--- src/rtl/lsu_ctrl.sv ---
// Load/store controller: req/ack data-memory access with lane steering and watchdog.
// Optional misaligned-access trap is compiled in with `define MISALIGN_TRAP_EN.
module lsu_ctrl #(
    parameter int unsigned TIMEOUT = 255
) (
    input  logic        i_clk,
    input  logic        i_rst_n,
    input  logic        i_valid,
    input  logic        i_we,
    input  logic [2:0]  i_funct3,
    input  logic [31:0] i_addr,
    input  logic [31:0] i_st_data,
    output logic        o_ready,
    output logic        o_done,
    output logic [31:0] o_ld_data,
    output logic        o_err,
    output logic        o_mem_req,
    output logic        o_mem_we,
    output logic [31:0] o_mem_addr,
    output logic [3:0]  o_mem_be,
    output logic [31:0] o_mem_wdata,
    input  logic        i_mem_ack,
    input  logic [31:0] i_mem_rdata
);

    typedef enum logic [1:0] {IDLE, REQ, RESP} state_t;

    localparam logic [7:0] TO_LAST = 8'(TIMEOUT - 1);

    state_t      state;
    state_t      state_nx;
    logic [7:0]  wd;
    logic        is_b;
    logic        is_h;
    logic        uns;
    logic [1:0]  off;
    logic        err;
    logic        acc;
    logic        a_b;
    logic        a_h;
    logic        mis;
    logic        tmo;
    logic [3:0]  a_be;
    logic [31:0] a_wdata;
    logic [31:0] sh_b;
    logic [31:0] sh_h;
    logic [31:0] ext;

    assign acc = i_valid & (state == IDLE);
    // 011/110/111 fall through to word along with 010
    assign a_b = (i_funct3[1:0] == 2'b00);
    assign a_h = (i_funct3[1:0] == 2'b01);
    assign tmo = (wd == TO_LAST);

`ifdef MISALIGN_TRAP_EN
    assign mis = (a_h & i_addr[0])
               | (~a_b & ~a_h & (i_addr[1:0] != 2'b00));
`else
    assign mis = 1'b0;
`endif

    always_comb begin
        a_be    = 4'b1111;
        a_wdata = i_st_data;
        unique case (1'b1)
            a_b: begin
                a_be    = 4'b0001 << i_addr[1:0];
                a_wdata = {4{i_st_data[7:0]}};
            end
            a_h: begin
                a_be    = 4'b0011 << {i_addr[1], 1'b0};
                a_wdata = {2{i_st_data[15:0]}};
            end
            default: ;
        endcase
    end

    assign sh_b = i_mem_rdata >> {off, 3'b000};
    assign sh_h = i_mem_rdata >> {off[1], 4'b0000};

    always_comb begin
        ext = i_mem_rdata;
        unique case (1'b1)
            is_b:    ext = {{24{~uns & sh_b[7]}}, sh_b[7:0]};
            is_h:    ext = {{16{~uns & sh_h[15]}}, sh_h[15:0]};
            default: ;
        endcase
    end

    always_comb begin
        state_nx = state;
        unique case (state)
            IDLE:    if (acc) state_nx = mis ? RESP : REQ;
            REQ:     if (i_mem_ack || tmo) state_nx = RESP;
            RESP:    state_nx = IDLE;
            default: state_nx = IDLE;
        endcase
    end

    always_ff @(posedge i_clk or negedge i_rst_n) begin
        if (!i_rst_n) begin
            state       <= IDLE;
            wd          <= 8'd0;
            err         <= 1'b0;
            is_b        <= 1'b0;
            is_h        <= 1'b0;
            uns         <= 1'b0;
            off         <= 2'b00;
            o_mem_we    <= 1'b0;
            o_mem_addr  <= 32'd0;
            o_mem_be    <= 4'd0;
            o_mem_wdata <= 32'd0;
            o_ld_data   <= 32'd0;
        end else begin
            state <= state_nx;
            wd    <= (state == REQ && !i_mem_ack) ? wd + 8'd1 : 8'd0;
            err   <= (acc & mis)
                   | ((state == REQ) & ~i_mem_ack & tmo);
            if (acc) begin
                is_b        <= a_b;
                is_h        <= a_h;
                uns         <= i_funct3[2];
                off         <= i_addr[1:0];
                o_mem_we    <= i_we;
                o_mem_addr  <= {i_addr[31:2], 2'b00};
                o_mem_be    <= a_be;
                o_mem_wdata <= a_wdata;
            end
            // stores keep the previous load result
            if (state == REQ && i_mem_ack) begin
                if (!o_mem_we) o_ld_data <= ext;
            end else if (state == REQ && tmo) begin
                o_ld_data <= 32'd0;
            end else if (acc && mis) begin
                o_ld_data <= 32'd0;
            end
        end
    end

    assign o_ready   = (state == IDLE);
    assign o_mem_req = (state == REQ);
    assign o_done    = (state == RESP);
    assign o_err     = err;

endmodule

--- config.mk ---
export PLATFORM = sky130hd
export DESIGN_NAME = lsu_ctrl
export DESIGN_NICKNAME = d
export VERILOG_FILES = /design/src/rtl/lsu_ctrl.sv
export SDC_FILE = /design/constraint.sdc
export NUM_CORES = 1
export LEC_CHECK = 0
export ABC_AREA = 1
export CAP_MARGIN = 20
export CORE_ASPECT_RATIO = 0.75
export CORE_UTILIZATION = 40
export DETAILED_ROUTE_END_ITERATION = 12
export GPL_ROUTABILITY_DRIVEN = 0
export PLACE_DENSITY = 0.77
export SYNTH_ARGS = -nofsm -noshare
export SYNTH_HDL_FRONTEND = slang
export SYNTH_SLANG_ARGS = --single-unit
--- constraint.sdc ---
create_clock -name i_clk -period 1.2 [get_ports i_clk]
set_input_delay 0.18 -clock i_clk [delete_from_list [all_inputs] [get_ports i_clk]]
set_output_delay 0.18 -clock i_clk [all_outputs]
set_load 0.01 [all_outputs]
==> out/results.ini <==
[drt]
dr_wl_met3_microns = 2050
drc = 0
viasPerCell = 5.29
dr.pass1.iters = 4
wl_met1_microns = 7980
wl_per_cell_microns = 17.8
highest_layer = met4
wl_met2_microns = 10100
final_antenna_net_count = 0
drtIter0Drc = 392
vias = 6182
wl_microns = 20900

[global_route]
antenna_found_initial = 0
grt_pass1_vias = 5822
grt_start_max_net_pins = 35
gr-usage-all-layers = 0.273
grt_remaining_overflow = 0
grt_pass1_wl_microns = 28900

[worst_setup_path]
path_cells = nor2_4 -> nand2_4 -> buf_12 -> buf_16 -> clkbuf_16 -> nand2_4 -> o21ai_2
cp.arrival_ps = 1680
slowest_stage = dfrtp_1
path_class = flip-flop to flip-flop
crit_required_ps = 1510
crit_top_cell = nand2_4
cp_max_fo = 6
cp-start-kind = flip-flop
critPathMaxStageDelay_ps = 420
end_kind = flip-flop

[hold_path]
hold_class = input port to async pin

[synthesis]
ys_types = 28
ys_warn_count = 0
synth_top_cell_area_share = 0.529
synth_top_area_cell = dfrtp_1
syn_avg_cell_area_sq_um = 7.69
ys_top_cells_by_area = dfrtp_1, nand2_1, nand3_1
ys_seq_elements = 115
syn_area_sq_um = 5440
syn_inst = 708
synth-seq-area-share = 0.529

[floorplanning]
io_pins = 209
die_w_microns = 137
core_area_sq_um = 13200
die_h_microns = 103
rows = 36
start_util = 0.414
die_area_sq_um = 14100

[clock_network]
clockBufferDepth = 2
cts_buffers = 17
clk_pin_slew_ps = 60
insertion_delay_ps = 420
cts_root_buf = clkbuf_16
htreeDepth = 4
cts_sinks = 115
cts_tree = built

[sta]
final.setup.tns_ps = -11910
rsz0062_at_grt = true
finalWorstSetupSlack_ps = -174
finalCritPeriodShare = 1.15
hold_viol_final = 0
skew_ps = 6.90
period_needed_ps = 1370
final-max-slew-violation-count = 0
max_clock_freq_mhz = 728
setup_viol = 113

[flow_run]
maxCapViolations = 0

[pwr]
vdd_drop_max_mv = 1.45
powerDensity_nw_per_um2 = 2250
leakage_nw = 4.89

[final_layout]
final_net_count = 1092
instances_no_fill = 1169
synthToLayoutAreaGrowth_pct = 77.1
drive_above_1_share = 0.387
post-route-util = 0.733
final_common_cell = nand2_1
antennaDiodeCount = 0
most-common-layout-cells = nand2_1, dfrtp_1, clkdlybuf4s50_1, buf_2, nand2_2

[outcome]
status = complete, but fails checks
violations = negative setup slack

[place]
portBuffers = 206
dpl.cell_count = 1101
hpwl_microns = 12600

## area by class of cell
| cell class | count | area, sq um |
|---|---|---|
| clock buffer | 21 | 460 |
| clock inverter | 10 | 180 |
| fill | 903 | 3510 |
| inverter | 31 | 148 |
| multi-input combinational | 524 | 2960 |
| sequential | 115 | 2880 |
| tap | 171 | 214 |
| timing repair buffer | 297 | 2800 |
## critical path, delay by kind of cell (launching register included)
kind	cells	cell delay [ps]
buffers and inverters	3	460
AO/OA/AOI/OAI	1	40
AND/OR/NAND/NOR	3	330
flip-flops	1	420
## final timing paths
kind	from	endpoint	slack, ps	depth (start not counted)
worst max-delay path	state[0]$_DFFE_PN0P_	o_mem_wdata[25]$_DFFE_PN0P_	-170	7
worst min-delay path	i_rst_n	wd[7]$_DFF_PN0_	220	2
worst max register to register	state[0]$_DFFE_PN0P_	o_mem_wdata[25]$_DFFE_PN0P_	-170	7
worst min register to register	o_mem_addr[15]$_DFFE_PN0P_	o_mem_addr[15]$_DFFE_PN0P_	470	2
max in group asynchronous	i_rst_n	o_mem_addr[7]$_DFFE_PN0P_	480	3
min in group i_clk	i_addr[30]	o_mem_addr[30]$_DFFE_PN0P_	290	3
## metrics by stage
step	cell area (sq um)	setup slack, ps	power, W	hold WS [ps]
2_1_floorplan	5510	-71.3	0.0101	-116
3_5_place_dp	8180	-340	0.0149	112
5_1_grt	9640	-245	0.0228	238
3_3_place_gp	8180	-327	0.0148	114
4_1_cts	8800	-157	0.0201	223
6_report	9640	-174	0.0217	217
## report_power, final
group / internal (W) / leakage [nW] / switching (W)
clock: 0.00377 / 0.309 / 0.00181
sequential: 0.00541 / 1.43 / 0.00115
combinational: 0.00445 / 3.15 / 0.00509
## synthesized netlist by cell type
| cell | n |
|---|---|
| buf_2 | 26 |
| inv_2 | 3 |
| o21ai_0 | 33 |
| ha_1 | 2 |
| clkinv_1 | 1 |
| inv_6 | 1 |
| or2_2 | 1 |
| nor2_4 | 1 |
| buf_4 | 5 |
| o211ai_1 | 1 |
| conb_1 | 1 |
| nand3_1 | 60 |
| nor2_2 | 2 |
| a31oi_1 | 8 |
| nand2_1 | 313 |
| a21oi_1 | 23 |
| a41oi_1 | 5 |
| o21ai_1 | 2 |
| inv_1 | 26 |
| nand2_2 | 5 |
| nor2_1 | 61 |
| nand3_4 | 1 |
| nand2_4 | 1 |
| buf_6 | 2 |
| dfrtp_1 | 115 |
| nor3_1 | 1 |
| xor2_1 | 1 |
| clkbuf_1 | 7 |
## cell families (layout without fill, tap and decap cells)
| group | count (synthesis) | after routing | share of synthesized area |
|---|---|---|---|
| AND/OR/NAND/NOR | 446 | 447 | 0.330 |
| flip-flops | 115 | 115 | 0.529 |
| AO/OA/AOI/OAI | 72 | 72 | 0.0719 |
| buffers and inverters | 71 | 359 | 0.0621 |
| adder cells (fa/ha/maj) | 2 | 2 | 0.00460 |
| other | 1 | 2 | 0.000689 |
| XOR/XNOR | 1 | 1 | 0.00161 |
## metal layers
metal | GRT usage | up-vias
li1 | - | 2813
met1 | 0.340 | 2969
met2 | 0.440 | 327
met3 | 0.0919 | 73
met4 | 0.110 | 0
met5 | 0 | -
## state kept, by name, summed over array words and instances (netlist names)
name	cells
off	2
o_mem_addr	30
o_ld_data	32
o_mem_be	4
wd	8
uns	1
o_mem_we	1
is_h	1
is_b	1
state	2
o_err	1
o_mem_wdata	32
## what timing repair did
action	4_1_cts	5_1_grt
pin swaps	9	40
cloned	7	7
setup endpoints to repair	195	121
setup buffers	16	8
hold buffers	1	0
hold endpoints to repair	41	0
gates resized for setup	454	203
(Power assumes the default switching activity.)
